`src/rtl/conv_frame_sequencer.sv`:
```
// Frame sequencer: counts words written into the shared FIFO, starts all conv units
// per buffered frame, and retires results through one downstream handshake.
// Optional RUN-state watchdog is enabled by defining CONV_SEQ_WATCHDOG_EN.
module conv_frame_sequencer #(
   parameter int unsigned NUM_CONVS      = 2,
   parameter int unsigned FRAME_WORDS    = 8,
   parameter int unsigned TIMEOUT_CYCLES = 256
) (
   input  logic                 clk_i,
   input  logic                 reset_n_i,
   input  logic                 fifo_wen_i,
   input  logic                 fifo_full_i,
   output logic [NUM_CONVS-1:0] conv_start_o,
   input  logic [NUM_CONVS-1:0] conv_valid_i,
   output logic [NUM_CONVS-1:0] conv_yumi_o,
   output logic                 valid_o,
   input  logic                 ready_i,
   output logic                 busy_o,
   output logic [15:0]          frames_done_o,
   output logic                 overflow_o,
   output logic                 error_o
);

   localparam int unsigned WCNT_W = (FRAME_WORDS > 1) ? $clog2(FRAME_WORDS) : 1;

   if (FRAME_WORDS < 2 || TIMEOUT_CYCLES == 0) begin : g_param_chk
      $error("conv_frame_sequencer: FRAME_WORDS must be >= 2 and TIMEOUT_CYCLES > 0");
   end

   typedef enum logic [2:0] {
      S_IDLE,
      S_START,
      S_RUN,
      S_OUT
`ifdef CONV_SEQ_WATCHDOG_EN
      , S_ERR
`endif
   } state_t;

   state_t                state;
   logic [WCNT_W-1:0]     wcnt;
   logic [1:0]            pend;
   logic [1:0]            pend_nxt_c;
   logic [NUM_CONVS-1:0]  dmask;
   logic                  accept_c;
   logic                  frame_c;
   logic                  hs_c;
   logic                  all_done_c;

   assign accept_c    = fifo_wen_i & ~fifo_full_i;
   assign frame_c     = accept_c & (wcnt == WCNT_W'(FRAME_WORDS - 1));
   assign hs_c        = valid_o & ready_i;
   assign all_done_c  = &(dmask | conv_valid_i);
   assign conv_yumi_o = {NUM_CONVS{(state == S_OUT) & ready_i}};

   // Pending frames saturate at 3; a simultaneous completion and handshake cancel out.
   always_comb begin
      pend_nxt_c = pend;
      case ({frame_c, hs_c})
         2'b10:   if (pend != 2'd3) pend_nxt_c = pend + 2'd1;
         2'b01:   pend_nxt_c = pend - 2'd1;
         default: pend_nxt_c = pend;
      endcase
   end

`ifdef CONV_SEQ_WATCHDOG_EN
   logic [15:0] wd_cnt;
   logic        wd_trip_c;

   assign wd_trip_c = (state == S_RUN) & ~all_done_c & (wd_cnt >= 16'(TIMEOUT_CYCLES - 1));

   always_ff @(posedge clk_i or negedge reset_n_i) begin
      if (!reset_n_i) begin
         wd_cnt  <= '0;
         error_o <= 1'b0;
      end else begin
         if (state == S_START)    wd_cnt <= '0;
         else if (state == S_RUN) wd_cnt <= wd_cnt + 16'd1;
         if (wd_trip_c)           error_o <= 1'b1;
      end
   end
`else
   assign error_o = 1'b0;
`endif

   always_ff @(posedge clk_i or negedge reset_n_i) begin
      if (!reset_n_i) begin
         state         <= S_IDLE;
         wcnt          <= '0;
         pend          <= '0;
         dmask         <= '0;
         conv_start_o  <= '0;
         valid_o       <= 1'b0;
         busy_o        <= 1'b0;
         frames_done_o <= '0;
         overflow_o    <= 1'b0;
      end else begin
         wcnt         <= frame_c ? '0 : (accept_c ? wcnt + WCNT_W'(1) : wcnt);
         pend         <= pend_nxt_c;
         conv_start_o <= '0;
         if (frame_c & ~hs_c & (pend == 2'd3)) overflow_o <= 1'b1;

         case (state)
            S_IDLE: begin
               if (pend != 2'd0) begin
                  state        <= S_START;
                  conv_start_o <= '1;
                  busy_o       <= 1'b1;
                  dmask        <= '0;
               end
            end
            S_START: state <= S_RUN;
            S_RUN: begin
               dmask <= dmask | conv_valid_i;
               if (all_done_c) begin
                  state   <= S_OUT;
                  valid_o <= 1'b1;
               end
`ifdef CONV_SEQ_WATCHDOG_EN
               else if (wd_trip_c) begin
                  state <= S_ERR;
               end
`endif
            end
            S_OUT: begin
               if (ready_i) begin
                  frames_done_o <= frames_done_o + 16'd1;
                  valid_o       <= 1'b0;
                  if (pend_nxt_c != 2'd0) begin
                     state        <= S_START;
                     conv_start_o <= '1;
                     dmask        <= '0;
                  end else begin
                     state  <= S_IDLE;
                     busy_o <= 1'b0;
                  end
               end
            end
`ifdef CONV_SEQ_WATCHDOG_EN
            S_ERR: state <= S_ERR;
`endif
            default: begin
               state   <= S_IDLE;
               valid_o <= 1'b0;
               busy_o  <= 1'b0;
            end
         endcase
      end
   end

endmodule

```
`config.mk`:
```
export PLATFORM = sky130hd
export DESIGN_NAME = conv_frame_sequencer
export DESIGN_NICKNAME = d
export VERILOG_FILES = /design/src/rtl/conv_frame_sequencer.sv
export SDC_FILE = /design/constraint.sdc
export NUM_CORES = 1
export LEC_CHECK = 0
export ABC_AREA = 1
export CAP_MARGIN = 20
export CORE_MARGIN = 2
export CORE_UTILIZATION = 56
export DETAILED_ROUTE_END_ITERATION = 10
export PLACE_DENSITY = 0.87
export SYNTH_ARGS = -nofsm -noshare
export SYNTH_HDL_FRONTEND = slang
export SYNTH_SLANG_ARGS = --single-unit
```
`constraint.sdc`:
```
create_clock -name clk_i -period 3.2 [get_ports clk_i]
set_input_delay 0.64 -clock clk_i [delete_from_list [all_inputs] [get_ports clk_i]]
set_output_delay 0.64 -clock clk_i [all_outputs]
set_load 0.05 [all_outputs]
```
==> results of run 1 <==
state kept, by name, indices dropped and copies added, names as in the netlist:
register and count:
pend 2, frames_done_o 16, conv_start_o 1, wcnt 3
overflow_o 1, state 2, dmask 2, busy_o 1
valid_o 1
cell families (layout without fill, tap and decap cells):
| kind of cell | Yosys count | count (layout) | share of synthesized area |
|---|---|---|---|
| adders and majority gates | 12 | 12 | 0.0863 |
| and+or+nand+nor | 112 | 112 | 0.293 |
| other | 1 | 1 | 0.00215 |
| DFF | 29 | 29 | 0.417 |
| xor gates and xnor gates | 9 | 9 | 0.0453 |
| AOI/OAI and AO/OA | 18 | 18 | 0.0604 |
| buffers and inverters | 41 | 75 | 0.0963 |
cells in the mapped netlist (all sizes together):
| cell | instances | area (sq um) |
|---|---|---|
| o211ai | 1 | 7.51 |
| conb | 1 | 3.75 |
| inv | 36 | 135 |
| dfrtp | 29 | 726 |
| nor2 | 21 | 101 |
| nor3 | 4 | 36.3 |
| clkinv | 1 | 5.00 |
| buf | 4 | 27.5 |
| o21a | 1 | 7.51 |
| a211oi | 1 | 7.51 |
| ha | 12 | 150 |
| nand2 | 69 | 272 |
| a22oi | 2 | 15.0 |
| a21o | 1 | 7.51 |
| a21oi | 2 | 10.0 |
| xor2 | 8 | 70.1 |
| o21ai | 10 | 50.1 |
| or2 | 2 | 12.5 |
| nand4 | 2 | 12.5 |
| xnor2 | 1 | 8.76 |
| nand3 | 14 | 75.1 |
metrics by stage:
stage,hold WS [ns],cell area [sq um],worst slack (ns),std cells
2_1_floorplan,0.344,1740,1.15,222
3_3_place_gp,0.440,2050,0.710,281
3_5_place_dp,0.448,2050,0.604,281
4_1_cts,0.470,2120,0.788,289
5_1_grt,0.495,2120,0.748,289
6_report,0.465,2120,0.793,289
area by class of cell:
class	instances	area share
clock inverter	1	0.00236
sequential	29	0.343
clock buffer	7	0.0307
tap	33	0.0195
multi-input combinational	152	0.400
timing repair buffer	30	0.138
inverter	37	0.0662
power by group through the flow:
stage / clock network, mW / logic, mW / registers [mW]
4_1_cts: 0.263 / 0.983 / 0.594
2_1_floorplan: 0 / 0.482 / 0.822
6_report: 0.257 / 0.978 / 0.593
5_1_grt: 0.281 / 1.08 / 0.611
3_5_place_dp: 0 / 0.975 / 0.600
3_3_place_gp: 0 / 0.956 / 0.593
per-layer routing:
layer | vias up | wire length (microns)
li1 | 747 | -
met1 | 684 | 1510
met5 | - | 0
met4 | 0 | 45
met3 | 6 | 182
met2 | 38 | 1540
cell usage in the layout (no fill, tap or decap), drive strengths merged:
cell type	Yosys	final
nand2	69	69
inv	36	36
dfrtp	29	29
clkdlybuf4s50	0	27
nor2	21	21
nand3	14	14
ha	12	12
o21ai	10	10
xor2	8	8
clkbuf	0	7
nor3	4	4
buf	4	3
clkinv	1	2
a21oi	2	2
or2	2	2
nand4	2	2
a22oi	2	2
o211ai	1	1
a21o	1	1
a211oi	1	1
o21a	1	1
xnor2	1	1
conb	1	1
critical path: cells and delay by family:
family / cells / cell delay (ns)
simple gates: 1 / 0.18
buf+inv: 3 / 0.94
path summary, 6_finish.rpt:
check / start / endpoint / slack (ns) / cells after the start
max in group asynchronous: reset_n_i / frames_done_o[15]$_DFFE_PN0P_ / 2.25 / 2
min in group asynchronous: reset_n_i / dmask[1]$_DFFE_PN0P_ / 0.66 / 2
worst min register to register: overflow_o$_DFFE_PN0P_ / overflow_o$_DFFE_PN0P_ / 0.46 / 1
worst max register to register: wcnt[0]$_DFFE_PN0P_ / busy_o$_DFFE_PN0P_ / 1.21 / 14
worst min-delay path: overflow_o$_DFFE_PN0P_ / overflow_o$_DFFE_PN0P_ / 0.46 / 1
worst max-delay path: ready_i / conv_yumi_o[0] / 0.79 / 4
==> results.ini, run 1 <==
[routing]
wire_per_inst_microns=11.3
drt-vias-per-instance=5.10
finalWirelength_microns=3280
via_count=1475
first_pass_iters=4
drcViolationCount=0
antenna_left=0
drtIter0Drc=76

[grt]
antenna_found_initial=0
use_met1=0.276
grtUsageMet2=0.320
met3_usage=0.0758
first_global_vias=1364
grt_use_total=0.211
grt_pass1_wl_microns=5580
busiest_layer=met2
grt_overflow=0
grt_max_degree=30

[final_layout]
num-fill-cells=238
utilization=0.705
fin_nets=274
syn_to_final_growth_pct=21.6
antenna_cells=0
seq_area_sq_um=726
drive_gt1_frac=0.0898
multi_input_area_sq_um=847

[run_status]
outcome=completed

[critical_path]
slowest_delay_ns=0.48
path_cells=clkdlybuf4s50_1, nand2_2, clkinv_2, buf_4
start_kind=input pin
critPathCaptureType=output port
critical_path_class=in2out
cp.arrival_ns=1.77
critical_path.slowest_cell=clkdlybuf4s50_1
cp_max_fo=14
cp.required_ns=2.56

[floorplan]
fp.dieArea_sq_um=3570
start_util=0.580
dieWidth_microns=59.8
core_sq_um=3000
rows=20
die-height_microns=59.8
ios=31

[synthesis]
syn_inst=222
synth_cell_types=28
ys_warn_count=0
synth_nets=241
syn_area_per_cell_sq_um=7.84
seq_area_frac_synth=0.417
synth_seq_cells=29
netlist_area_sq_um=1740

[timing]
relSlewSlack=0.661
final.period_utilization=0.752
clock_skew_ns=0.0136
period_needed_ns=2.41
hold_viol=0
grt_setup_unrepaired=no
finalSetupViolCount=0
setup_tns_ns=0
worst_pin_slew_ns=0.507
slew_violations=0
max_freq_mhz=415

[clock_tree]
postCtsResizedCells=0
cts_tree=done
clkTransAtPathRegs_ns=0.09
h-tree-depth=2
cts_setup_buffers=0
cts_made_buffers=5
clk_path_buf_depth=2
ctsHoldBuffers=0
clkSinkCount=29
cts_root_buffer=clkbuf_4
clk_latency_ns=0.34

[pwr]
p_sw_mw=0.890
seqPwrFrac=0.325
p_per_area_nw_per_um2=864
pwr-share-comb=0.535
ir_drop_v=0.000560
swShare=0.486
p_clk_frac=0.141
p_int_mw=0.939
p_total_mw=1.83
power_leakage_nw=1.07

[flow_run]
drv_cap=0

[place]
place_congestion=0.883
hpwl_microns=2500
io_buffers=29

[min_path]
hold_class=reg2reg

No activity file was read; power rests on OpenSTA's default activity.
==> run 2, diff against run 1 <==
--- a/config.mk
+++ b/config.mk
@@ -8,9 +8,9 @@
 export ABC_AREA = 1
 export CAP_MARGIN = 20
 export CORE_MARGIN = 2
-export CORE_UTILIZATION = 56
+export CORE_UTILIZATION = 47
 export DETAILED_ROUTE_END_ITERATION = 10
-export PLACE_DENSITY = 0.87
+export PLACE_DENSITY = 0.78
 export SYNTH_ARGS = -nofsm -noshare
 export SYNTH_HDL_FRONTEND = slang
 export SYNTH_SLANG_ARGS = --single-unit
==> constraint.sdc (replaced) <==
create_clock -name clk_i -period 1.95 [get_ports clk_i]
set_input_delay 0.39 -clock clk_i [delete_from_list [all_inputs] [get_ports clk_i]]
set_output_delay 0.39 -clock clk_i [all_outputs]
set_load 0.05 [all_outputs]
==> run 2 against run 1 <==
  * Sequential power increased by 65%
  * Combinational power increased by 88%
  * Utilization decreased by 6.0 points
  * Largest cell class unchanged
  * Sequential share of layout area decreased by 3.1 points
  * Final cell count increased by 9.0%
==> results.ini, run 2 (synthesis gave the netlist of run 1 again) <==
[grt]
grt_overflow=0
grt_max_degree=30
grt_pass1_wl_microns=6380
first_global_vias=1473
antenna_found_initial=0
grt_use_total=0.202

[routing]
finalWirelength_microns=3650
antenna_left=0
via_count=1510
wire_per_inst_microns=11.6
first_pass_iters=4
drcViolationCount=0
drt-vias-per-instance=4.79
drtIter0Drc=29

[min_path]
hold_class=reg2reg

[clock_tree]
clk_latency_ns=0.28
cts_made_buffers=5
clkTransAtPathRegs_ns=0.06
clkSinkCount=29
cts_tree=done
h-tree-depth=2
cts_root_buffer=clkbuf_8
clk_path_buf_depth=2
ctsHoldBuffers=0

[critical_path]
crit_family=buffers and inverters
crit_buf_inv=5
cp.required_ns=1.56
cpMostUsedCell=buf_12
slowest_delay_ns=0.42
start_kind=input pin
path_cells=clkdlybuf4s50_1, buf_4, nand2_2, clkinv_2, buf_12, buf_12
critical_path_class=in2out
critical_path.slowest_cell=clkdlybuf4s50_1
cp.arrival_ns=1.50
cp_max_fo=4
critPathCaptureType=output port

[timing]
layout_setup_ws_ns=0.0557
finalSetupViolCount=0
slew_violations=0
hold_viol=0
clock_skew_ns=0.00422
period_needed_ns=1.89
final.period_utilization=0.971
max_freq_mhz=528
setup_tns_ns=0
timing.hold.ws_ns=0.466

[place]
hpwl_microns=2720
io_buffers=29
placed_area_sq_um=2160
place_ws_ns=-0.337
place_congestion=0.834
placed_cells=307

[pwr]
p_per_area_nw_per_um2=1430
p_total_mw=3.32
ir_drop_v=0.000877
power_leakage_nw=1.16

[final_layout]
top_register=frames_done_o
drive_gt1_frac=0.232
num-fill-cells=316
postLayoutCellArea_sq_um=2330
syn_to_final_growth_pct=33.6
final_cell_mix=nand2_1, inv_1, dfrtp_1, buf_4
fin_nets=286
antenna_cells=0
largest_reg_flops=16
reg_top3=frames_done_o (16), wcnt (3)
final_cells=315
utilization=0.645
layout_commonest_cell=nand2_1

[flow_run]
drv_cap=0

[floorplan]
ios=31
die-height_microns=64.9
fp.dieArea_sq_um=4210
rows=22
start_util=0.483
core_sq_um=3610
dieWidth_microns=64.9

[run_status]
outcome=completed

## run 2: cell count changes in the layout (fill, tap and decap cells not counted), moves of 4 or more
cell and delta:
clkbuf_8 +4, nand2_1 -6, nand2_2 +6, clkdlybuf4s50_1 -11
clkbuf_4 -5, buf_4 +20, ha_1 -5
## run 2: layout make-up
class	count	area [sq um]	area share
tap	48	60.1	0.0258
multi-input combinational	152	918	0.395
clock buffer	7	86.3	0.0371
timing repair buffer	42	393	0.169
sequential	29	726	0.312
inverter	37	143	0.0613
## run 2: path summary, 6_finish.rpt
kind                                         from                   endpoint  slack (ns)  cells past startpoint
max in group asynchronous               reset_n_i        wcnt[0]$_DFFE_PN0P_        1.18                      2
setup / recovery                          ready_i             conv_yumi_o[1]        0.06                      6
hold reg to reg            overflow_o$_DFFE_PN0P_     overflow_o$_DFFE_PN0P_        0.47                      1
setup reg to reg              wcnt[0]$_DFFE_PN0P_  conv_start_o[0]$_DFF_PN0_        0.13                     13
hold / removal             overflow_o$_DFFE_PN0P_     overflow_o$_DFFE_PN0P_        0.47                      1
min in group asynchronous               reset_n_i        valid_o$_DFFE_PN0P_        0.50                      2
## run 2: metal layers
metal / wire [microns] / vias to the layer above / track usage
li1: - / 769 / -
met3: 174 / 6 / 0.0573
met1: 1560 / 704 / 0.226
met2: 1850 / 31 / 0.354
met5: 0 / - / 0
met4: 72 / 0 / 0.0878
## run 2: report_power, final
group | switching, mW | internal (mW) | total [mW] | leakage, nW
Combinational | 1.16 | 0.684 | 1.84 | 0.747
Clock | 0.220 | 0.279 | 0.499 | 0.0443
Sequential | 0.176 | 0.802 | 0.978 | 0.367
Total | 1.55 | 1.76 | 3.32 | 1.16
## run 2: repair_timing
| item | in CTS | in global routing |
|---|---|---|
| buffers inserted | 0 | 1 |
| pin swaps | 1 | 5 |
| cloned | 0 | 0 |
| setup endpoints to repair | 4 | 7 |
| gates resized for setup | 6 | 17 |
## run 2: worst register-to-register path: cells and delay by family, from the launching register on
kind,cells,cell delay (ns)
fa+ha+maj,3,0.61
buf+inv,4,0.24
flops,1,0.37
compound gates,1,0.13
simple gates,5,0.40
==> run 3, diff against run 2 <==
--- a/config.mk
+++ b/config.mk
@@ -6,6 +6,7 @@
 export NUM_CORES = 1
 export LEC_CHECK = 0
 export ABC_AREA = 1
+export ABC_CLOCK_PERIOD_IN_PS = 1950
 export CAP_MARGIN = 20
 export CORE_MARGIN = 2
 export CORE_UTILIZATION = 47
==> results of run 3 <==
Same layout as run 2: the final DEF is identical, and so are final timing and power.
